===== src/rtl/reg_bus_master.sv =====
// reg_bus_master
// Bus initiator for the UART register-file interface. Host commands arrive
// over a valid/ready channel, each beat becomes exactly one we or re strobe
// on the register bus, and every beat returns one response over a
// valid/ready response channel.
//
// Ports:
//   clk, rst        - system clock, synchronous active-high reset
//   cmd_valid/ready - command handshake (ready only while idle)
//   cmd_write       - 1 = write, 0 = read
//   cmd_addr        - start address
//   cmd_wdata       - write data
//   cmd_len         - read beats minus one (ignored for writes)
//   cmd_incr        - 1 = address increments per beat, 0 = fixed
//   rsp_valid/ready - response handshake
//   rsp_rdata       - captured read data (0 for writes)
//   rsp_write       - response belongs to a write
//   rsp_last        - final beat of the command
//   addr, we, re    - register-file address and strobes
//   write_data      - register-file write data
//   read_data       - register-file read data
//   busy            - high whenever a command is in progress
module reg_bus_master #(
  parameter int ADDR_W = 22,
  parameter int DATA_W = 32,
  parameter int LEN_W  = 4
) (
  input  logic              clk,
  input  logic              rst,
  input  logic              cmd_valid,
  output logic              cmd_ready,
  input  logic              cmd_write,
  input  logic [ADDR_W-1:0] cmd_addr,
  input  logic [DATA_W-1:0] cmd_wdata,
  input  logic [LEN_W-1:0]  cmd_len,
  input  logic              cmd_incr,
  output logic              rsp_valid,
  input  logic              rsp_ready,
  output logic [DATA_W-1:0] rsp_rdata,
  output logic              rsp_write,
  output logic              rsp_last,
  output logic [ADDR_W-1:0] addr,
  output logic              we,
  output logic              re,
  output logic [DATA_W-1:0] write_data,
  input  logic [DATA_W-1:0] read_data,
  output logic              busy
);

  typedef enum logic [1:0] {
    IDLE  = 2'd0,
    ISSUE = 2'd1,
    RESP  = 2'd2
  } state_t;

  localparam logic [ADDR_W-1:0] ADDR_ONE = {{(ADDR_W-1){1'b0}}, 1'b1};
  localparam logic [LEN_W-1:0]  LEN_ONE  = {{(LEN_W-1){1'b0}}, 1'b1};

  state_t            r_state;
  logic [LEN_W-1:0]  r_count;
  logic              r_incr;
  logic              r_write;
  logic [ADDR_W-1:0] r_addr;
  logic [DATA_W-1:0] r_wdata;
  logic [DATA_W-1:0] r_rdata;
  logic              r_rspWrite;
  logic              r_rspLast;
  logic              w_lastBeat;

  // The beat counter holds the number of beats still to issue after the
  // current one, so zero means the beat in flight is the final one.
  assign w_lastBeat = (r_count == '0);

  // Strobes are decoded from ISSUE only, so each visit to ISSUE produces
  // exactly one single-cycle strobe and a stalled response can never
  // trigger an extra register-file side effect.
  assign cmd_ready  = (r_state == IDLE);
  assign busy       = (r_state != IDLE);
  assign rsp_valid  = (r_state == RESP);
  assign we         = (r_state == ISSUE) &&  r_write;
  assign re         = (r_state == ISSUE) && !r_write;
  assign addr       = r_addr;
  assign write_data = r_wdata;
  assign rsp_rdata  = r_rdata;
  assign rsp_write  = r_rspWrite;
  assign rsp_last   = r_rspLast;

  // Main sequencer: IDLE accepts a command, ISSUE drives one strobe and
  // captures the result, RESP waits for the consumer before either ending
  // the command or stepping to the next beat of a read burst.
  always_ff @(posedge clk) begin
    if (rst) begin
      r_state    <= IDLE;
      r_count    <= '0;
      r_incr     <= 1'b0;
      r_write    <= 1'b0;
      r_addr     <= '0;
      r_wdata    <= '0;
      r_rdata    <= '0;
      r_rspWrite <= 1'b0;
      r_rspLast  <= 1'b0;
    end else begin
      case (r_state)
        IDLE: begin
          if (cmd_valid) begin
            r_addr  <= cmd_addr;
            if (cmd_write) begin
              r_wdata <= cmd_wdata;
            end
            // Writes are always a single beat regardless of cmd_len.
            r_count <= cmd_write ? '0 : cmd_len;
            r_incr  <= cmd_incr;
            r_write <= cmd_write;
            r_state <= ISSUE;
          end
        end
        ISSUE: begin
          r_rdata    <= r_write ? '0 : read_data;
          r_rspWrite <= r_write;
          r_rspLast  <= w_lastBeat;
          r_state    <= RESP;
        end
        RESP: begin
          if (rsp_ready) begin
            if (w_lastBeat) begin
              r_state <= IDLE;
            end else begin
              r_count <= r_count - LEN_ONE;
              // Address arithmetic wraps naturally at the top of the space.
              if (r_incr) begin
                r_addr <= r_addr + ADDR_ONE;
              end
              r_state <= ISSUE;
            end
          end
        end
        default: r_state <= IDLE;
      endcase
    end
  end

endmodule


===== config.mk =====
export PLATFORM = sky130hd
export DESIGN_NAME = reg_bus_master
export DESIGN_NICKNAME = d
export VERILOG_FILES = /design/src/rtl/reg_bus_master.sv
export SDC_FILE = /design/constraint.sdc
export NUM_CORES = 1
export LEC_CHECK = 0
export ABC_AREA = 1
export CELL_PAD_IN_SITES_DETAIL_PLACEMENT = 0
export CELL_PAD_IN_SITES_GLOBAL_PLACEMENT = 2
export CORE_MARGIN = 2
export CORE_UTILIZATION = 21
export DETAILED_ROUTE_END_ITERATION = 6
export PLACE_DENSITY = 0.79
export RECOVER_POWER = 50
export SLEW_MARGIN = 20
export SYNTH_ARGS = -nofsm -noshare
export SYNTH_HDL_FRONTEND = slang
export SYNTH_SLANG_ARGS = --single-unit

===== constraint.sdc =====
create_clock -name clk -period 1.9 [get_ports clk]
set_clock_uncertainty 0.2 [all_clocks]
set_input_delay 0.285 -clock clk [delete_from_list [all_inputs] [get_ports clk]]
set_output_delay 0.285 -clock clk [all_outputs]
set_load 0.02 [all_outputs]

==> metrics.md, run 1 <==
| Metric | Value |
|---|---|
| Die H | 146.4 um |
| DP HPWL | between 10 and 15 mm |
| Clock latency on the worst-skew pair | between 0.3 and 0.4 ns |
| Nets | 911 |
| Status | finished clean |
| Routed WL | roughly 15 mm |
| DP Cell Count | between 1000 and 1500 |
| Routed vias | 4642 |
| Warnings, synthesis | 0 |
| VDD IR-drop max | slightly above 0.4 mV |
| Setup crit end kind | primary output |
| Fin. Hold Viols | 0 |
| Largest net degree at the start of global routing | 50 |
| Cts hold-fix bufs | 0 |
| Reg clk slew, reported paths | 0.07 ns |
| Global-route wire length before repair | 24.19 mm |
| Fmax | 543.3 MHz |
| Remaining Overflow, GRT | 0 |
| Vias in the first global route | between 4000 and 5000 |
| Post-route DRC | 0 |
| # fillers | 2232 |
| Hold Crit Class | primary input to register |
| Clk root buf | clkbuf_16 |
| Final core occ | 0.3423 |
| Distinct cells, synth | 29 |
| Critical path class | register to primary output |
| Drt first pass iters | 5 |
| Yosys reg bits | 96 |
| Avg Cell Area, Syn | between 6 and 7 sq um |
| Minimum clock period | roughly 1.8 ns |
| Max_slew headroom | 0.7448 |
| Core ar. | 0.02004 sq mm |
| Crit-path slowest cell | clkdlybuf4s50_1 |
| WP buf/inv | 1 |
| Finished Layout Cells | between 1000 and 1500 |
| CP Data Required Time | 1.41 ns |
| Leak | ~0.0026 uW |
| Gpl congestion | roughly 0.74 |
| Max-cap violations | 0 |
| Register area share after synthesis | 0.4515 |
| Clock Sinks | 96 |
| CTS tree | built |
| I/O pins | 189 |
| Mapped Cells | ~620 |
| Row cnt | 52 |
| RSZ-0062 raised after global routing | yes |
| Initial Util | 0.2124 |
| Syn Nets | around 720 |
| PortBufs | around 190 |
| Total Routing Usage GR | 0.1402 |
| Die area | 0.02142 sq mm |
| Post-CTS setup buffers | 0 |
| # setup viols final | 0 |
| Fin crit share | 0.9687 |
| Power Density | a little under 800 mW/mm^2 |
| Crit-path max FO | 4 |
| Drt via density | 4.267 |
| CP Cell Sequence | clkdlybuf4s50_1 |
| Sum Neg Setup Slack | 0 ns |
| Startpoint types | register |
| Number of CTS-inserted buffers | 9 |
| WL/cell | around 14 um |
| Area grow syn2layout | 61.14% |
| CP peak stage delay | 0.63 ns |
| H-tree Lvls | 3 |
| Starting DRT DRC Count | 180 |
| Layout cells sized above 1 | 0.08557 |
| ANT cells | 0 |
| Top delay family on crit path | buffers and inverters |
| Cell Area, Synth | 0.004257 sq mm |
| Post-route ant nets | 0 |
| Tightest Pin Transition | 0.3827 ns |
| Arr. time, crit path | 1.36 ns |
| Slew Limit Fails | 0 |
| Initial antenna violation count | 0 |
| Clock buffer depth | 2 |
| Die W | 146.4 um |
==> what timing repair did <==
action                                  4_1_cts  5_1_grt
gates resized for setup                      27       18
endpoints found under the setup margin       20       28
pin swaps                                     0        0
endpoints found under the hold margin         0        0
cloned                                        0        1
==> power by group <==
group | internal (uW) | leakage [uW] | switching (uW)
Combinational | 617 | 0.00163 | 701
Clock | 962 | 0.000148 | 900
Sequential | 2160 | 0.000784 | 119
==> final timing paths <==
check	startpoint	to	slack (ns)	cells after the start
setup / recovery	addr[21]	addr[21]	0.06	1
hold reg to reg	write_data[6]	write_data[6]	0.26	2
setup reg to reg	r_count[1]	addr[4]	0.10	11
hold / removal	rst	addr[8]	0.18	3
==> per-layer routing <==
layer	part of all wire	up-vias	GRT usage	routed length, um
met2	0.45	134	0.2210	6743
met3	0.087	15	0.05969	1315
met5	0	-	0	0
met1	0.45	2087	0.1765	6849
li1	-	2406	-	-
met4	0.014	0	0.03738	212
==> synthesized netlist by cell type (all sizes together) <==
cell	instances	area share
a211oi	1	0.0029
clkbuf	17	0.015
nand4	4	0.0059
or2	1	0.0015
nand2	198	0.18
dfxtp	96	0.45
buf	19	0.026
a31oi	1	0.0015
nand3	59	0.069
o22ai	2	0.0029
a21oi	94	0.11
nor3	1	0.0012
nand3b	1	0.0018
o21ai	27	0.033
xnor2	1	0.0021
o21a	3	0.0053
o31ai	1	0.0018
and2	1	0.0015
ha	2	0.0059
inv	34	0.030
nor2	58	0.053
==> sequential cells by signal (all words and copies together), names as in the netlist <==
register	cells
rsp_rdata	32
write_data	32
addr	22
r_count	4
r_state	2
r_incr	1
r_write	1
rsp_last	1
rsp_write	1
==> logic make-up (layout without fill, tap and decap cells) <==
kind of cell | after synthesis | count (layout) | synth area share
AO/OA/AOI/OAI | 129 | 129 | 0.1576
flip-flops | 96 | 96 | 0.4515
buffers and inverters | 70 | 267 | 0.07143
AND/OR/NAND/NOR | 323 | 323 | 0.3116
XOR/XNOR | 1 | 1 | 0.002058
adder cells (fa/ha/maj) | 2 | 2 | 0.005878
==> stage by stage <==
| step | hold slack [ns] | total power [uW] | instance area, sq um | setup slack [ns] |
|---|---|---|---|---|
| 4_1_cts | 0.1742 | 5546 | 6835 | 0.009162 |
| 3_5_place_dp | 0.2524 | 3664 | 6558 | -0.06068 |
| 3_3_place_gp | 0.2475 | 3665 | 6558 | -0.02632 |
| 5_1_grt | 0.1878 | 5772 | 6859 | -0.01122 |
| 2_1_floorplan | 0.2280 | 2968 | 4257 | 0.1703 |
| 6_report | 0.1792 | 5456 | 6859 | 0.05944 |
==> cell type report <==
type | instances | area (sq um) | share of cell area
clock buffer | 10 | 239.0 | 0.03484
clock inverter | 6 | 57.56 | 0.008391
inverter | 34 | 130.1 | 0.01897
multi-input combinational | 455 | 2068 | 0.3015
sequential | 96 | 1922 | 0.2802
tap | 270 | 337.8 | 0.04925
timing repair buffer | 217 | 2105 | 0.3068
==> layout by cell type (no fill, tap or decap), drive strengths merged <==
cell	n
and2	1
dlygate4sd2	18
dlygate4sd3	2
nand3	59
buf	28
or2	1
o21ai	27
nor3	1
nand2	198
clkdlybuf4s50	161
clkbuf	18
a31oi	1
dfxtp	96
ha	2
o21a	3
o22ai	2
a21oi	94
nand3b	1
nand4	4
clkinv	1
a211oi	1
nor2	58
o31ai	1
xnor2	1
inv	39
No activity file was read; power rests on OpenSTA's default activity.
==> run 2, diff against run 1 <==
- clock period: 1.9 -> 1.95 ns (I/O delays scaled with it)
==> run 2 against run 1 <==
Net effect: sequential share of layout area is 0.061 points lower; non-clock buffer count is 1 lower; worst hold slack better by 0.0096 ns; combinational power hardly changed; routed wire length is 0.24% lower; die area stayed put; global-route usage is 0.19 points lower; flip-flop and latch count stayed put; count of clock-buffer cells in the layout stayed put; largest cell class unchanged; highest routed layer unchanged.
==> metrics.md, run 2 (synthesis results as in run 1) <==
| Metric | Value |
|---|---|
| Drt first pass iters | 4 (-1) |
| Post-route DRC | 0 (unchanged) |
| Fmax | 530.0 MHz |
| PortBufs | 188 (unchanged) |
| Die H | 146.4 um (unchanged) |
| Post-route ant nets | 0 (unchanged) |
| Startpoint types | register |
| # fillers | 2210 (-0.99%) |
| Nets | 910 (-0.11%) |
| Minimum clock period | 1.887 ns |
| Power Density | 788.5 mW/mm^2 (-0.89%) |
| Critical path class | register to primary output |
| M2 GR Usage | 0.2276 (+0.006604) |
| Number of CTS-inserted buffers | 9 (unchanged) |
| Top delay family on crit path | buffers and inverters |
| Met1 usage | 0.1655 (-0.01106) |
| Routed vias | 4654 (+0.26%) |
| Max_slew headroom | 0.7426 (-0.002194) |
| Initial Util | 0.2124 (unchanged) |
| VDD IR-drop max | 0.3861 mV (-5.7%) |
| DP Cell Count | 1069 (-0.19%) |
| Crit-path max FO | 5 (+1) |
| Die area | 0.02142 sq mm (unchanged) |
| Area grow syn2layout | 61.49% |
| H-tree Lvls | 3 (unchanged) |
| Most common cell after layout, fill and taps aside | nand2_1 |
| Fin. Hold Viols | 0 (unchanged) |
| Fin crit share | 0.9675 |
| Most frequent cells in the layout | nand2_1, clkdlybuf4s50_1, dfxtp_1, a21oi_1, nand3_1 |
| Drt via density | 4.278 (+0.26%) |
| RSZ-0062 raised after global routing | yes |
| DP HPWL | 10.55 mm (-0.70%) |
| Clk root buf | clkbuf_16 |
| WHS | 0.1888 ns (+0.009567 ns) |
| Starting DRT DRC Count | 137 (-24%) |
| Clock buffer depth | 2 (unchanged) |
| Hold Crit Class | primary input to register |
| Finished Layout Cells | 1088 (unchanged) |
| Total Routing Usage GR | 0.1383 (-0.001888) |
| Setup crit end kind | primary output |
| WP buf/inv | 1 (unchanged) |
| Final core occ | 0.3430 (+0.0007490) |
| Reg clk slew, reported paths | 0.07 ns (about the same) |
| Power consumption | 5420 uW (-0.67%) |
| Most used routing layer | met2 |
| Cts hold-fix bufs | 0 (unchanged) |
| Remaining Overflow, GRT | 0 (unchanged) |
| Dpl ws | -0.005754 ns (+0.05493 ns) |
| Slew Limit Fails | 0 (unchanged) |
| # setup viols final | 0 (unchanged) |
| Die W | 146.4 um (unchanged) |
| Largest net degree at the start of global routing | 50 (unchanged) |
| Status | finished clean |
| Final worst slack | 0.06332 ns (+0.003882 ns) |
| Max-cap violations | 0 (unchanged) |
| WL/cell | 13.86 um (-0.24%) |
| Arr. time, crit path | 1.39 ns (+0.03 ns) |
| Clock latency on the worst-skew pair | 0.35 ns (about the same) |
| Leak | 0.002541 uW (-0.85%) |
| Layout cells sized above 1 | 0.07711 (-0.008463) |
| Row cnt | 52 (unchanged) |
| CP Cell Sequence | clkdlybuf4s50_1 |
| Initial antenna violation count | 1 (+1) |
| Vias in the first global route | 4502 (-0.38%) |
| Gpl congestion | 0.7394 (+0.20%) |
| CTS tree | built |
| Tightest Pin Transition | 0.3860 ns (+0.003290 ns) |
| Crit-path slowest cell | clkdlybuf4s50_1 |
| Global-route wire length before repair | 23.84 mm (-1.5%) |
| I/O pins | 189 (unchanged) |
| Routed WL | 15.08 mm (-0.24%) |
| Met3 Usage GRT | 0.05594 (-0.003750) |
| CP peak stage delay | 0.64 ns (about the same) |
| Core ar. | 0.02004 sq mm (unchanged) |
| Clock Sinks | 96 (unchanged) |
| CP Data Required Time | 1.46 ns (+0.05 ns) |
==> run 2: layout make-up <==
| type | count | area, sq um | area share |
|---|---|---|---|
| tap | 270 | 337.8 | 0.04914 |
| sequential | 96 | 1922 | 0.2796 |
| inverter | 34 | 132.6 | 0.01929 |
| timing repair buffer | 216 | 2111 | 0.3071 |
| antenna | 1 | 2.502 | 0.0003640 |
| multi-input combinational | 455 | 2054 | 0.2989 |
| clock inverter | 6 | 75.07 | 0.01092 |
| clock buffer | 10 | 239.0 | 0.03477 |
==> run 2: through the flow <==
stage	TNS, ns	cell area (sq um)
3_3_place_gp	0	6568
2_1_floorplan	0	4257
3_5_place_dp	-0.01074	6568
5_1_grt	-0.002328	6874
6_report	0	6874
4_1_cts	0	6878
==> run 2: power breakdown <==
group / switching (uW) / internal, uW
Sequential: 112 / 2100
Clock: 862 / 1050
Combinational: 683 / 611
==> run 2: path summary, 6_finish.rpt <==
check / from / endpoint / slack, ns / cells after the start
setup / recovery: addr[20] / addr[20] / 0.06 / 1
hold / removal: rst / addr[15] / 0.19 / 3
setup reg to reg: r_count[1] / addr[4] / 0.13 / 11
hold reg to reg: write_data[14] / write_data[14] / 0.26 / 2
==> run 2: routing by layer <==
layer	wire length [um]	vias up	share of wire
li1	-	2399	-
met1	6684	2118	0.44
met2	6911	123	0.46
met3	1241	14	0.082
met4	247	0	0.016
met5	0	-	0
==> run 2: what timing repair did <==
| action | in CTS | in global routing |
|---|---|---|
| setup buffers | 0 | 1 |
| pin swaps | 0 | 1 |
| gates cloned | 0 | 1 |
| gates resized for setup | 19 | 17 |
| setup endpoints to repair | 13 | 29 |
